### config.mk
export PLATFORM = sky130hd
export DESIGN_NAME = debounce_bank
export DESIGN_NICKNAME = d
export VERILOG_FILES = /design/src/rtl/parking_pkg.sv /design/src/rtl/debounce_channel.sv /design/src/rtl/debounce_bank.sv
export SDC_FILE = /design/constraint.sdc
export NUM_CORES = 1
export LEC_CHECK = 0
export CAP_MARGIN = 20
export CORE_MARGIN = 3
export CORE_UTILIZATION = 54
export DETAILED_ROUTE_END_ITERATION = 8
export PLACE_DENSITY_LB_ADDON = 0.15
export RECOVER_POWER = 100
export SLEW_MARGIN = 20
export SYNTH_ARGS = -nofsm -noshare
export SYNTH_HDL_FRONTEND = slang
export SYNTH_HIERARCHICAL = 1
export SYNTH_SLANG_ARGS = --single-unit
### constraint.sdc
create_clock -name CLK -period 2.1 [get_ports CLK]
set_input_delay 0.315 -clock CLK [delete_from_list [all_inputs] [get_ports CLK]]
set_output_delay 0.315 -clock CLK [all_outputs]
set_load 0.05 [all_outputs]
### src/rtl/parking_pkg.sv
// ============================================================================
// Module   : parking_pkg
// Purpose  : Shared project constants and elaboration-time helpers.
// Revision : 1.0 - initial release
// ============================================================================
`default_nettype none

package parking_pkg;

    // Default system clock frequency in Hz.
    localparam int unsigned c_DEFAULT_CLK_F = 40_000_000;

    // Milliseconds per second, used to turn a frequency into ticks per ms.
    localparam int unsigned c_MS_PER_S = 1000;

    // Ceiling log2; returns 0 for inputs of 0 or 1.
    function automatic int unsigned clog2(input int unsigned value);
        int unsigned result;
        int unsigned reduced;
        result  = 0;
        reduced = (value > 0) ? value - 1 : 0;
        for (int unsigned i = 0; i < 32; i++) begin
            if ((reduced >> i) != 0) begin
                result = i + 1;
            end
        end
        return result;
    endfunction

endpackage : parking_pkg

`default_nettype wire

### src/rtl/debounce_channel.sv
// ============================================================================
// Module   : debounce_channel
// Purpose  : One debounced input: 2-flop synchronizer, stable-time counter,
//            held level register and single-cycle rise/fall pulses.
// Revision : 1.0 - initial release
// ============================================================================
`default_nettype none

module debounce_channel #(
    parameter int unsigned COUNT_TO = 5,
    parameter int unsigned CW       = 3
) (
    input  logic clk,
    input  logic rst_n,
    input  logic i_en,
    input  logic i_sig,
    output logic o_level,
    output logic o_rise,
    output logic o_fall,
    output logic o_evt_d
);

    localparam logic [CW-1:0] c_CNT_MAX = CW'(COUNT_TO - 1);

    logic          r_s1_q;
    logic          r_s2_q;
    logic [CW-1:0] r_cnt_q;
    logic          r_level_q;
    logic          r_rise_q;
    logic          r_fall_q;

    logic          w_s1_d;
    logic          w_s2_d;
    logic [CW-1:0] w_cnt_d;
    logic          w_level_d;
    logic          w_rise_d;
    logic          w_fall_d;
    logic          w_disagree;

    assign w_disagree = (r_s2_q != r_level_q);

    always_comb begin
        w_s1_d    = i_sig;
        w_s2_d    = r_s1_q;
        w_cnt_d   = '0;
        w_level_d = r_level_q;
        w_rise_d  = 1'b0;
        w_fall_d  = 1'b0;

        // Any agreeing or frozen cycle discards the disagreement run so far.
        if (i_en && w_disagree) begin
            if (r_cnt_q == c_CNT_MAX) begin
                w_level_d = r_s2_q;
                w_rise_d  = r_s2_q;
                w_fall_d  = ~r_s2_q;
            end else begin
                w_cnt_d = r_cnt_q + CW'(1);
            end
        end
    end

    always_ff @(posedge clk) begin
        if (!rst_n) begin
            r_s1_q    <= 1'b0;
            r_s2_q    <= 1'b0;
            r_cnt_q   <= '0;
            r_level_q <= 1'b0;
            r_rise_q  <= 1'b0;
            r_fall_q  <= 1'b0;
        end else begin
            r_s1_q    <= w_s1_d;
            r_s2_q    <= w_s2_d;
            r_cnt_q   <= w_cnt_d;
            r_level_q <= w_level_d;
            r_rise_q  <= w_rise_d;
            r_fall_q  <= w_fall_d;
        end
    end

    assign o_level = r_level_q;
    assign o_rise  = r_rise_q;
    assign o_fall  = r_fall_q;
    // Next-cycle event lets the bank register its OR in step with the pulses.
    assign o_evt_d = w_rise_d | w_fall_d;

endmodule : debounce_channel

`default_nettype wire

### src/rtl/debounce_bank.sv
// ============================================================================
// Module   : debounce_bank
// Purpose  : N_CH independent debounce channels plus a registered any-event
//            flag aligned with the per-channel rise/fall pulses.
// Revision : 1.0 - initial release
// ============================================================================
`default_nettype none

module debounce_bank
    import parking_pkg::*;
#(
    parameter int unsigned N_CH   = 4,
    parameter int unsigned CLK_F  = c_DEFAULT_CLK_F,
    parameter int unsigned DEB_MS = 20
) (
    input  logic            CLK,
    input  logic            RST,
    input  logic            en,
    input  logic [N_CH-1:0] sig,
    output logic [N_CH-1:0] level,
    output logic [N_CH-1:0] rise,
    output logic [N_CH-1:0] fall,
    output logic            any_evt
);

    localparam int unsigned COUNT_TO = (CLK_F / c_MS_PER_S) * DEB_MS;
    localparam int unsigned CW       = clog2(COUNT_TO);

    if (COUNT_TO < 2) begin : g_bad_count_to
        $error("debounce_bank: COUNT_TO must be at least 2");
    end

    if ((N_CH < 1) || (N_CH > 32)) begin : g_bad_n_ch
        $error("debounce_bank: N_CH must be in 1..32");
    end

    logic [N_CH-1:0] w_evt_d;
    logic            w_any_evt_d;
    logic            r_any_evt_q;

    for (genvar gi = 0; gi < N_CH; gi++) begin : g_ch
        debounce_channel #(
            .COUNT_TO (COUNT_TO),
            .CW       (CW)
        ) u_channel (
            .clk     (CLK),
            .rst_n   (RST),
            .i_en    (en),
            .i_sig   (sig[gi]),
            .o_level (level[gi]),
            .o_rise  (rise[gi]),
            .o_fall  (fall[gi]),
            .o_evt_d (w_evt_d[gi])
        );
    end

    always_comb begin
        w_any_evt_d = |w_evt_d;
    end

    always_ff @(posedge CLK) begin
        if (!RST) begin
            r_any_evt_q <= 1'b0;
        end else begin
            r_any_evt_q <= w_any_evt_d;
        end
    end

    assign any_evt = r_any_evt_q;

endmodule : debounce_bank

`default_nettype wire

Yosys cells after proc, flatten, opt, wreduce, memory -nomap -nowiden
Index checks and enable logic that the tools add are counted.

Eq/ne operators: 8. Muxes and demuxes: 16. Add/sub/neg operators: 4. Reduce and logical (&&, ||, !) cells: 13. Bitwise logic cells: 13.

Operator list (number): $add A20 B1 Y20 const B (4); $eq A20 B20 Y1 const B (4); $mux W1 (16); $reduce_or A3 Y1 (4); $not A1 Y1 (9); $reduce_and A2 Y1 (4); $logic_and A1 B1 Y1 (4); $ne A1 B1 Y1 (4); $or A1 B1 Y1 (4); $reduce_or A4 Y1 (1).

Input port bits: 7. Register bits after elaboration: 101. Output and inout port bits: 13. Logic and storage cells: 79.

Depth between registers and ports, before layout
Gate-level depths: netlist (run 1).

Word-level depth: 5. Gate-level depth with buffers: 6. Depth with buffers taken out: 6.

Modules after synthesis
The synthesis (run 1) kept the hierarchy.

By module, submodules not included: debounce_channel (cells each 119, area an instance 1082.3 sq um, seq. area each 500.5 sq um, times used 4); debounce_bank (cells each 2, area an instance 31.3 sq um, seq. area each 20.0 sq um, times used 1).

Least setup slack after synthesis (run 1)
No wires, ideal clock.

Kind: register to register. Start: register g_ch[1].u_channel.r_cnt_q[15]. End: register r_any_evt_q, in the netlist any_evt. Cell stages (with the launch flop): 6. Buffers on the path: 0. Data arrival time: 1.933 ns. Setup slack: 0.107 ns. Data required time: 2.040 ns. Clock period less this slack: 1.993 ns. Library setup time: 0.060 ns. Cells stage by stage: dfxtp_1 -> or4b_1 -> or4_4 -> or2_4 -> nor3_1 -> o41a_1.

Longest elaborated chain between the ends: 5. Elaborated cells on any way between the ends: 7. Classes of those cells: eq/ne: 1; mux: 4; bitwise: 1; reduce/logical: 1.

RTL lines: start: declaration (line debounce_channel.sv:27) `logic [CW-1:0] r_cnt_q;`; start signal: assignment (line debounce_channel.sv:73) `r_cnt_q <= w_cnt_d;`; $eq A20 B20 Y1 * (line debounce_channel.sv:52) `if (r_cnt_q == c_CNT_MAX) begin`; $mux W1 (line debounce_channel.sv:52); $mux W1 (line debounce_channel.sv:51) `if (i_en && w_disagree) begin`; $or A1 B1 Y1 * (line debounce_channel.sv:84) `assign o_evt_d = w_rise_d | w_fall_d;`; named net w_evt_d[1] (line debounce_bank.sv:37) `logic [N_CH-1:0] w_evt_d;`; $reduce_or A4 Y1 * (line debounce_bank.sv:58) `w_any_evt_d = |w_evt_d;`; end signal: assignment (line debounce_bank.sv:65) `r_any_evt_q <= w_any_evt_d;`; end: declaration (line debounce_bank.sv:39) `logic r_any_evt_q;`.

The timed path passes the listed nets; every way through them passes the cells marked *. A chain may end at the register's enable or synchronous reset.

Worst setup path in the final report (run 1)
Start: register g_ch[0].u_channel.r_cnt_q[16]. End: register r_any_evt_q, in the netlist any_evt.

Longest elaborated chain between the ends: 5. Elaborated cells on any way between the ends: 7. Classes of those cells: eq/ne: 1; mux: 4; bitwise: 1; reduce/logical: 1.

RTL lines (line): start: declaration (debounce_channel.sv:27); start signal: assignment (debounce_channel.sv:73); $eq A20 B20 Y1 * (debounce_channel.sv:52); $mux W1 (debounce_channel.sv:52); $mux W1 (debounce_channel.sv:51); $or A1 B1 Y1 * (debounce_channel.sv:84); named net w_evt_d[0] (debounce_bank.sv:37); $reduce_or A4 Y1 * (debounce_bank.sv:58).

Marks and branches as above.

==> results.md, run 1 <==
- TNS Setup: 0 ns
- Final #Nets: 553
- CTS root buf: clkbuf_8
- Number of diodes: 0
- Syn. warnings: 6
- Num rows: 32
- Pre-CTS setup slack: 0.000574 ns
- First-pass GRT wire length: 14300 um
- H-tree depth: 3
- Die Area: 9190 sq um
- # IOs: 20
- Via count: 3491
- F_max: 0.486 GHz
- R2R setup slack: 0.04 ns
- Cells after DPL: 633
- Clock tree buffer depth: 2
- Area growth syn-to-layout: 18.5%
- Largest net degree at the start of global routing: 26
- TritonCTS buffer count: 9
- Core area: 7770 sq um
- Max stage delay cell, worst path: or4_4
- Worst-Margin Slew: 0.510 ns
- Cell Chain, Critical Path: or4b_1 -> or4_4 -> or2_4 -> nor3_4 -> o41a_1
- Main combinational cell family by area after synthesis: simple AND/OR/NAND/NOR gates
- Worst-path clk slew: 0.09 ns
- Layout cell share with drive strength beyond 1: 12.8%
- WL/cell: 13.2 um
- Part of the cycle the worst path needs: 98.0%
- IO Port Bufs: 19
- Endpoints failing setup: 0
- Routed Antenna Nets: 0
- Xor-xnor portion of the synthesized cell area: 12.1%
- Simple-gate share of the synthesized area: 28.6%
- Synthesized cell area: 4360 sq um
- DIE HEIGHT: 95.9 um
- Initial antenna violation count: 0
- RD Place Congestion: 0.839
- Crit. Startpoint: g_ch[0].u_channel/r_cnt_q[16]
- Worst R2R Start: g_ch[0].u_channel/r_cnt_q[16]
- Clock latency on the worst-skew pair: 0.37 ns
- DP Area: 4970 sq um
- Pwr/cell area: 623 nW/um^2
- Post-Route WL: 8550 um
- Largest stage delay, worst path: 0.55 ns
- Delay-heaviest family, CP: simple AND/OR/NAND/NOR gates
- Overall routing resource usage: 19.7%
- Worst vdd ir: 0.000341 V
- Post-route insts no fill: 649
- Max Fanout on Critical Path: 5
- Multi-input gate area in the final layout: 2200 sq um
- Slew HR: 65.9%
- CTS tree: built
- Sequential fraction of the synthesis area: 46.4%
- Yosys reg bits: 101
- Vias in the first global route: 3222
- Clock skew: 0.0117 ns
- Initial Util: 56.1%
- RSZ-0062 raised after global routing: true
- First-pass iteration count of the detailed router: 4
- Storage cell area: 2020 sq um
- Adder-Cell Fraction of Synth Area: 1.15%
- Post-synthesis cell type count: 31
- Critical Path RT: 2.41 ns
- Design Area, Final: 5170 sq um
- Max Cap Viol: 0
- HPWL Detailed: 6030 um
- Die X: 95.9 um
- Min Tclk post-route: 2.06 ns
- Leak: 0.00168 uW
- Status: complete, no violations
- Fill cells: 663
- Count of pins over their slew limit: 0
- Start point of the worst hold path: g_ch[1].u_channel/r_s1_q
- Setup Crit Path Kind: flop to flop
- Sink Count: 101
- Iter 0 DRT Violations: 74
- Postcts setup bufs: 0
- Hold Buf Count CTS: 0
- Crit. End Element: flop
- Worst hold slack: 0.444 ns
- Hold Path Class: flop to flop
- Crit start category: flop
- Post-synthesis compound-gate area fraction: 6.23%
- Final worst setup slack: 0.0430 ns
- Final hold vios: 0
- Crit path DAT: 2.36 ns
- Post-synthesis mux area share: 1.84%
- GR Overflow Total: 0
- Buf/Inv on CP: 0
- Syn Area/Cell: 9.12 sq um
- Mapped Cells: 478
- Via-per-instance ratio: 5.38
- Syn Nets: 489
- # DRC: 0
==> what timing repair did <==
action                                  in CTS  in global routing
cloned                                       0                  0
resized for setup                            1                  6
endpoints found under the setup margin       1                  3
==> cells in the final DEF, fill, tap and decap left out, types with 5 or more instances in the layout <==
master           synthesis  layout
xor2_1                  12      12
buf_4                    0      26
clkbuf_8                 0      10
or3_1                    8       8
nand4_1                 16      16
clkbuf_1                 0       8
a21oi_1                  8       8
nor3_1                  24      19
dlygate4sd3_1            0      14
clkdlybuf4s50_1          0       5
inv_1                   32      32
nor4_1                  24      24
mux2i_1                  8       8
xnor2_1                 48      48
dfxtp_1                101     101
nand3_1                 32      32
nor2_1                  72      72
nand2_1                 16      16
and3_1                   8       8
==> sequential cells by signal, summed over array words and instances (netlist names) <==
name and flops:
any_evt 1, g_ch.u_channel/r_s2_q 4, g_ch.u_channel/o_fall 4, g_ch.u_channel/o_level 4, g_ch.u_channel/o_rise 4, g_ch.u_channel/r_s1_q 4, g_ch.u_channel/r_cnt_q 80
==> Yosys cell counts <==
cell | n | area (sq um)
dfxtp_1 | 101 | 2020
nor2_1 | 72 | 270
xnor2_1 | 48 | 420
inv_1 | 32 | 120
nand3_1 | 32 | 160
nor3_1 | 24 | 120
nor4_1 | 24 | 150
nand2_1 | 16 | 60.1
nand4_1 | 16 | 100
xor2_1 | 12 | 105
a21oi_1 | 8 | 40.0
and2_1 | 8 | 50.1
and3_1 | 8 | 50.1
mux2i_1 | 8 | 80.1
or3_1 | 8 | 50.1
a211o_2 | 4 | 40.0
a21o_1 | 4 | 30.0
and3_2 | 4 | 30.0
buf_6 | 4 | 45.0
ha_1 | 4 | 50.1
nand2b_1 | 4 | 25.0
nand3b_1 | 4 | 30.0
nor3b_1 | 4 | 30.0
o2111a_1 | 4 | 45.0
o21ai_2 | 4 | 35.0
o311ai_0 | 4 | 35.0
o41ai_1 | 4 | 35.0
or2_4 | 4 | 35.0
or4_4 | 4 | 45.0
or4b_1 | 4 | 40.0
o41a_1 | 1 | 11.3
==> through the flow <==
stage               power (uW)  utilization (%)
global placement          2030             64.0
floorplan                 2000                -
finish                    3220             66.5
detailed placement        2030             64.0
global route              3340             66.5
CTS                       3260             66.6
==> where the power goes <==
group	internal [uW]	switching (uW)
clock	578	649
combinational	29.8	31.5
sequential	1920	6.24
total	2530	687
==> worst reg2reg max path, stage by stage (launching register included) <==
cell	delay, ns
dfxtp_1	0.32
or4b_1	0.53
or4_4	0.55
or2_4	0.28
nor3_4	0.17
o41a_1	0.15
==> logic make-up after synthesis <==
family | Yosys count
buffers and inverters | 36
AO/OA/AOI/OAI | 33
multiplexers | 8
flip-flops | 101
XOR/XNOR | 60
adder cells (fa/ha/maj) | 4
AND/OR/NAND/NOR | 236
==> layout make-up <==
type	instances	share of cell area, %
Inverter	32	2.33
Multi-Input combinational cell	341	42.6
Timing Repair Buffer	57	9.59
Clock buffer	10	2.66
Sequential cell	101	39.1
Clock inverter	6	1.21
Tap cell	102	2.47
==> per-layer routing <==
metal	wire length (um)	up-vias	global-route usage [%]
li1	-	1801	-
met1	4110	1628	25.1
met2	4020	51	32.7
met3	322	11	5.47
met4	99	0	5.45
met5	0	-	0
==> path summary, 6_finish.rpt <==
check                             end  cells after the start
max reg2reg                   any_evt                      5
min          g_ch[1].u_channel/r_s2_q                      1
min reg2reg  g_ch[1].u_channel/r_s2_q                      1
max                           any_evt                      5
Power figures use the tool's default switching activity.
==> inputs of run 2 (changes only) <==
--- a/config.mk
+++ b/config.mk
@@ -6,10 +6,11 @@
 export NUM_CORES = 1
 export LEC_CHECK = 0
 export CAP_MARGIN = 20
+export CORE_ASPECT_RATIO = 1.2
 export CORE_MARGIN = 3
 export CORE_UTILIZATION = 54
 export DETAILED_ROUTE_END_ITERATION = 8
-export PLACE_DENSITY_LB_ADDON = 0.15
+export PLACE_DENSITY = 0.75
 export RECOVER_POWER = 100
 export SLEW_MARGIN = 20
 export SYNTH_ARGS = -nofsm -noshare
==> constraint.sdc (replaced) <==
create_clock -name CLK -period 1.82 [get_ports CLK]
set_input_delay 0.273 -clock CLK [delete_from_list [all_inputs] [get_ports CLK]]
set_output_delay 0.273 -clock CLK [all_outputs]
set_load 0.05 [all_outputs]
==> results.md, run 2 (synthesis gave the netlist of run 1 again) <==
- F_max: 0.504 GHz
- Cells after DPL: 664
- CTS tree: built
- Via count: 3801
- Part of the cycle the worst path needs: 109%
- # IOs: 20
- Worst vdd ir: 0.000414 V
- Count of pins over their slew limit: 0
- Failing checks: setup timing
- Largest register FFs: 80
- Area growth syn-to-layout: 30.6%
- Endpoints failing setup: 55
- Worst-path clk slew: 0.09 ns
- Leak: 0.00194 uW
- WL/cell: 13.9 um
- Slew HR: 60.2%
- Clock latency on the worst-skew pair: 0.36 ns
- Max Fanout on Critical Path: 5
- Fill cells: 554
- Via-per-instance ratio: 5.54
- Die X: 88.0 um
- Number of diodes: 0
- IO Port Bufs: 19
- Largest net degree at the start of global routing: 26
- TritonCTS buffer count: 9
- Setup Crit Path Kind: flop to flop
- Critical Path RT: 2.12 ns
- Clock tree buffer depth: 2
- Status: complete, but fails checks
- Overall routing resource usage: 21.3%
- Final hold vios: 0
- Core area: 7750 sq um
- DIE HEIGHT: 104 um
- Commonest non-fill, non-tap cell in the layout: dfxtp_1
- Layout cell share with drive strength beyond 1: 23.7%
- Pwr/cell area: 684 nW/um^2
- Die Area: 9190 sq um
- Initial Util: 56.3%
- Num rows: 35
- Worst-Margin Slew: 0.600 ns
- GR Overflow Total: 0
- Crit start category: flop
- Iter 0 DRT Violations: 154
- Routed Antenna Nets: 0
- First-pass GRT wire length: 16000 um
- H-tree depth: 3
- # DRC: 0
- Clock skew: 0.00771 ns
- Post-Route WL: 9570 um
- HPWL Detailed: 6480 um
- Max Cap Viol: 0
- Crit path DAT: 2.29 ns
- RD Place Congestion: 0.846
- Hold Buf Count CTS: 0
- RSZ-0062 raised after global routing: true
- Sink Count: 101
- Most flops, register: g_ch.u_channel/r_cnt_q
- CTS root buf: clkbuf_8
- First-pass iteration count of the detailed router: 4
- Crit. End Element: flop
- Post-route insts no fill: 686
- Initial antenna violation count: 0
- Min Tclk post-route: 1.99 ns
- Pre-CTS setup slack: -0.109 ns
- Final worst setup slack: -0.165 ns
- Hold Path Class: flop to flop
- Power after layout: 3900 uW
- Final #Nets: 600
- Most frequent cells in the layout: dfxtp_1 (97), nor2_1 (72), buf_4 (67), xnor2_1 (48)
- Vias in the first global route: 3777
==> run 2: area by class of cell <==
| type | instances | area, sq um | area share, % |
|---|---|---|---|
| multi-input cells | 341 | 2360 | 41.4 |
| flip-flops and latches | 101 | 2030 | 35.6 |
| repair buffers | 104 | 847 | 14.9 |
| clock buffers | 13 | 159 | 2.79 |
| inverters | 32 | 120 | 2.11 |
| well taps | 92 | 115 | 2.02 |
| clock inverters | 3 | 67.6 | 1.19 |
==> run 2: where the power goes <==
part | leakage [uW] | switching (uW) | internal [uW]
clock | 0.000110 | 728 | 852
sequential | 0.000817 | 7.79 | 2220
combinational | 0.00101 | 47.1 | 44.7
==> run 2: per-stage QoR <==
stage          area [sq um]  TNS, ns  hold slack [ns]  util [%]
2_1_floorplan          4390   -0.295            0.395         -
3_3_place_gp           5290   -0.128            0.419      68.2
3_5_place_dp           5290   -0.307            0.422      68.2
4_1_cts                5580    -1.87            0.438      72.0
5_1_grt                5700    -6.98            0.465      73.5
6_report               5700    -2.63            0.438      73.5
==> run 2: critical path: stages (launching register included) <==
cell and delay (ns):
dfxtp_2 0.33, or4b_1 0.51, or4_4 0.45, or2_4 0.30, nor3_2 0.19, o41a_1 0.15
==> run 2: repair_timing <==
item | CTS | global route
setup endpoints to repair | 13 | 85
buffers inserted | 2 | 4
gates resized for setup | 15 | 27
pin swaps | 11 | 10
==> run 2: worst paths after layout <==
kind | start | end | slack, ns | cells after the start
min reg2reg | g_ch[3].u_channel/r_s1_q | g_ch[3].u_channel/r_s2_q | 0.44 | 1
max | g_ch[3].u_channel/r_cnt_q[16] | any_evt | -0.17 | 5
max reg2reg | g_ch[3].u_channel/r_cnt_q[16] | any_evt | -0.17 | 5
min | g_ch[3].u_channel/r_s1_q | g_ch[3].u_channel/r_s2_q | 0.44 | 1
==> run 2: layer usage <==
layer	wire length, um	track usage [%]	vias up	part of all wire [%]
met5	0	0	-	0
met2	5040	37.3	59	53
met1	4100	25.6	1828	43
met3	272	3.25	16	2.8
li1	-	-	1898	-
met4	146	7.99	0	1.5
==> inputs of run 3 (changes only) <==
--- a/config.mk
+++ b/config.mk
@@ -12,8 +12,10 @@
 export DETAILED_ROUTE_END_ITERATION = 8
 export PLACE_DENSITY = 0.75
 export RECOVER_POWER = 100
+export SKIP_CTS_REPAIR_TIMING = 1
 export SLEW_MARGIN = 20
 export SYNTH_ARGS = -nofsm -noshare
 export SYNTH_HDL_FRONTEND = slang
 export SYNTH_HIERARCHICAL = 1
 export SYNTH_SLANG_ARGS = --single-unit
+export TNS_END_PERCENT = 10
==> results.md, run 3 (synthesis gave the netlist of run 1 again) <==
- Status: complete, but fails checks
- Failing checks: setup timing
- Pwr/cell area: 693 nW/um^2
- Worst-Margin Slew: 0.600 ns
- Crit. End Element: flop
- Clock latency on the worst-skew pair: 0.36 ns
- Final #Nets: 597
- Reg2Reg Capture Point: any_evt
- Initial antenna violation count: 0
- Buf/Inv on CP: 0
- Count of pins over their slew limit: 0
- WP depth: 5
- Crit. Startpoint: g_ch[1].u_channel/r_cnt_q[16]
- Fill cells: 579
- Pre-CTS setup slack: -0.109 ns
- Crit start category: flop
- Critical Path RT: 2.13 ns
- IO Port Bufs: 19
- Post-Route WL: 9300 um
- Clock tree buffer depth: 2
- Endpoints failing setup: 30
- CTS tree: built
- Min Tclk post-route: 1.97 ns
- H-tree depth: 3
- Iter 0 DRT Violations: 176
- Via-per-instance ratio: 5.53
- Max stage delay cell, worst path: or4b_4
- Leak: 0.00191 uW
- Most flops, register: g_ch.u_channel/r_cnt_q
- Part of the cycle the worst path needs: 108%
- RD Place Congestion: 0.846
- WL/cell: 13.6 um
- Largest register FFs: 80
- HPWL Detailed: 6480 um
- CTS root buf: clkbuf_8
- Core area: 7750 sq um
- Post-route insts no fill: 683
- Area growth syn-to-layout: 28.7%
- Vias in the first global route: 3739
- Setup Crit Path Kind: flop to flop
- Die X: 88.0 um
- Largest net degree at the start of global routing: 26
- Routed Antenna Nets: 0
- DIE HEIGHT: 104 um
- Worst R2R Start: g_ch[1].u_channel/r_cnt_q[16]
- Clock skew: 0.00689 ns
- F_max: 0.507 GHz
- Hold Path Class: flop to flop
- Worst r2r path cells: 5
- Cells after DPL: 664
- # IOs: 20
- Worst vdd ir: 0.000438 V
- # DRC: 0
- Delay-heaviest family, CP: simple AND/OR/NAND/NOR gates
- Layout cell share with drive strength beyond 1: 22.7%
- Initial Util: 56.3%
- Cell Chain, Critical Path: or4b_4 -> or4_4 -> or2_4 -> nor3_4 -> o41a_1
- Final worst setup slack: -0.151 ns
- Slew HR: 60.2%
- Most frequent cells in the layout: dfxtp_1 (96), nor2_1 (71), buf_4 (66), xnor2_1 (48)
- Commonest non-fill, non-tap cell in the layout: dfxtp_1
- Die Area: 9190 sq um
- Max Fanout on Critical Path: 5
- Largest stage delay, worst path: 0.51 ns
- First-pass GRT wire length: 15700 um
- GR Overflow Total: 0
- Number of diodes: 0
- Final hold vios: 0
- Overall routing resource usage: 20.9%
- Via count: 3777
- Max Cap Viol: 0
- TritonCTS buffer count: 9
- Num rows: 35
- First-pass iteration count of the detailed router: 5
- RSZ-0062 raised after global routing: true
- Power after layout: 3890 uW
- Sink Count: 101
- R2R setup slack: -0.15 ns
- Worst Setup EP: any_evt
- Crit path DAT: 2.28 ns
- Worst-path clk slew: 0.09 ns
run 3: cell types whose count changed in the layout (fill, tap and decap cells not counted), sizes merged:
| cell | before | now |
|---|---|---|
| dlygate4sd2 | 1 | 0 |
| clkbuf | 25 | 26 |
| buf | 76 | 73 |
run 3: worst min-delay path by stage:
stage	startpoint	to	slack (ns)	depth (start not counted)
6_report	g_ch[3].u_channel/r_s1_q	g_ch[3].u_channel/r_s2_q	0.44	1
5_1_grt	g_ch[2].u_channel/r_s1_q	g_ch[2].u_channel/r_s2_q	0.47	1
4_1_cts	g_ch[3].u_channel/r_s1_q	g_ch[3].u_channel/r_s2_q	0.44	1
3_5_place_dp	g_ch[3].u_channel/r_s1_q	g_ch[3].u_channel/r_s2_q	0.42	1
3_3_place_gp	g_ch[3].u_channel/r_s1_q	g_ch[3].u_channel/r_s2_q	0.42	1
2_1_floorplan	RST	g_ch[0].u_channel/r_s1_q	0.39	1
run 3: per-stage QoR:
stage | utilization [%] | hold slack (ns) | area (sq um) | TNS [ns]
after floorplan | - | 0.395 | 4390 | -0.295
after global placement | 68.2 | 0.419 | 5290 | -0.128
after detailed placement | 68.2 | 0.422 | 5290 | -0.307
after CTS | 71.1 | 0.438 | 5510 | -0.650
after global routing | 72.4 | 0.465 | 5610 | -5.56
final | 72.4 | 0.436 | 5610 | -1.82
run 3: area by class of cell:
class / count / area (sq um) / area share, %
inverter: 32 / 120 / 2.14
multi-input combinational: 341 / 2310 / 41.2
sequential: 101 / 2030 / 36.1
timing repair buffer: 101 / 812 / 14.5
clock buffer: 13 / 159 / 2.83
tap: 92 / 115 / 2.05
clock inverter: 3 / 67.6 / 1.20
run 3: metal layers:
metal / up-vias / track usage, % / routed length [um]
li1: 1892 / - / -
met1: 1789 / 25.3 / 3990
met2: 81 / 36.1 / 4860
met3: 15 / 3.25 / 317
met4: 0 / 8.32 / 126
met5: - / 0 / 0
run 3: worst register-to-register path, delay by kind of cell, from the launching register on:
family          cells  cell delay [ns]
flops               1             0.33
simple gates        4             1.44
compound gates      1             0.15
run 3: where the power goes:
group / total, uW / switching (uW) / internal, uW / leakage [uW]
Combinational: 88.8 / 44.1 / 44.7 / 0.000980
Sequential: 2220 / 7.05 / 2220 / 0.000818
Clock: 1580 / 727 / 852 / 0.000110
Total: 3890 / 779 / 3110 / 0.00191
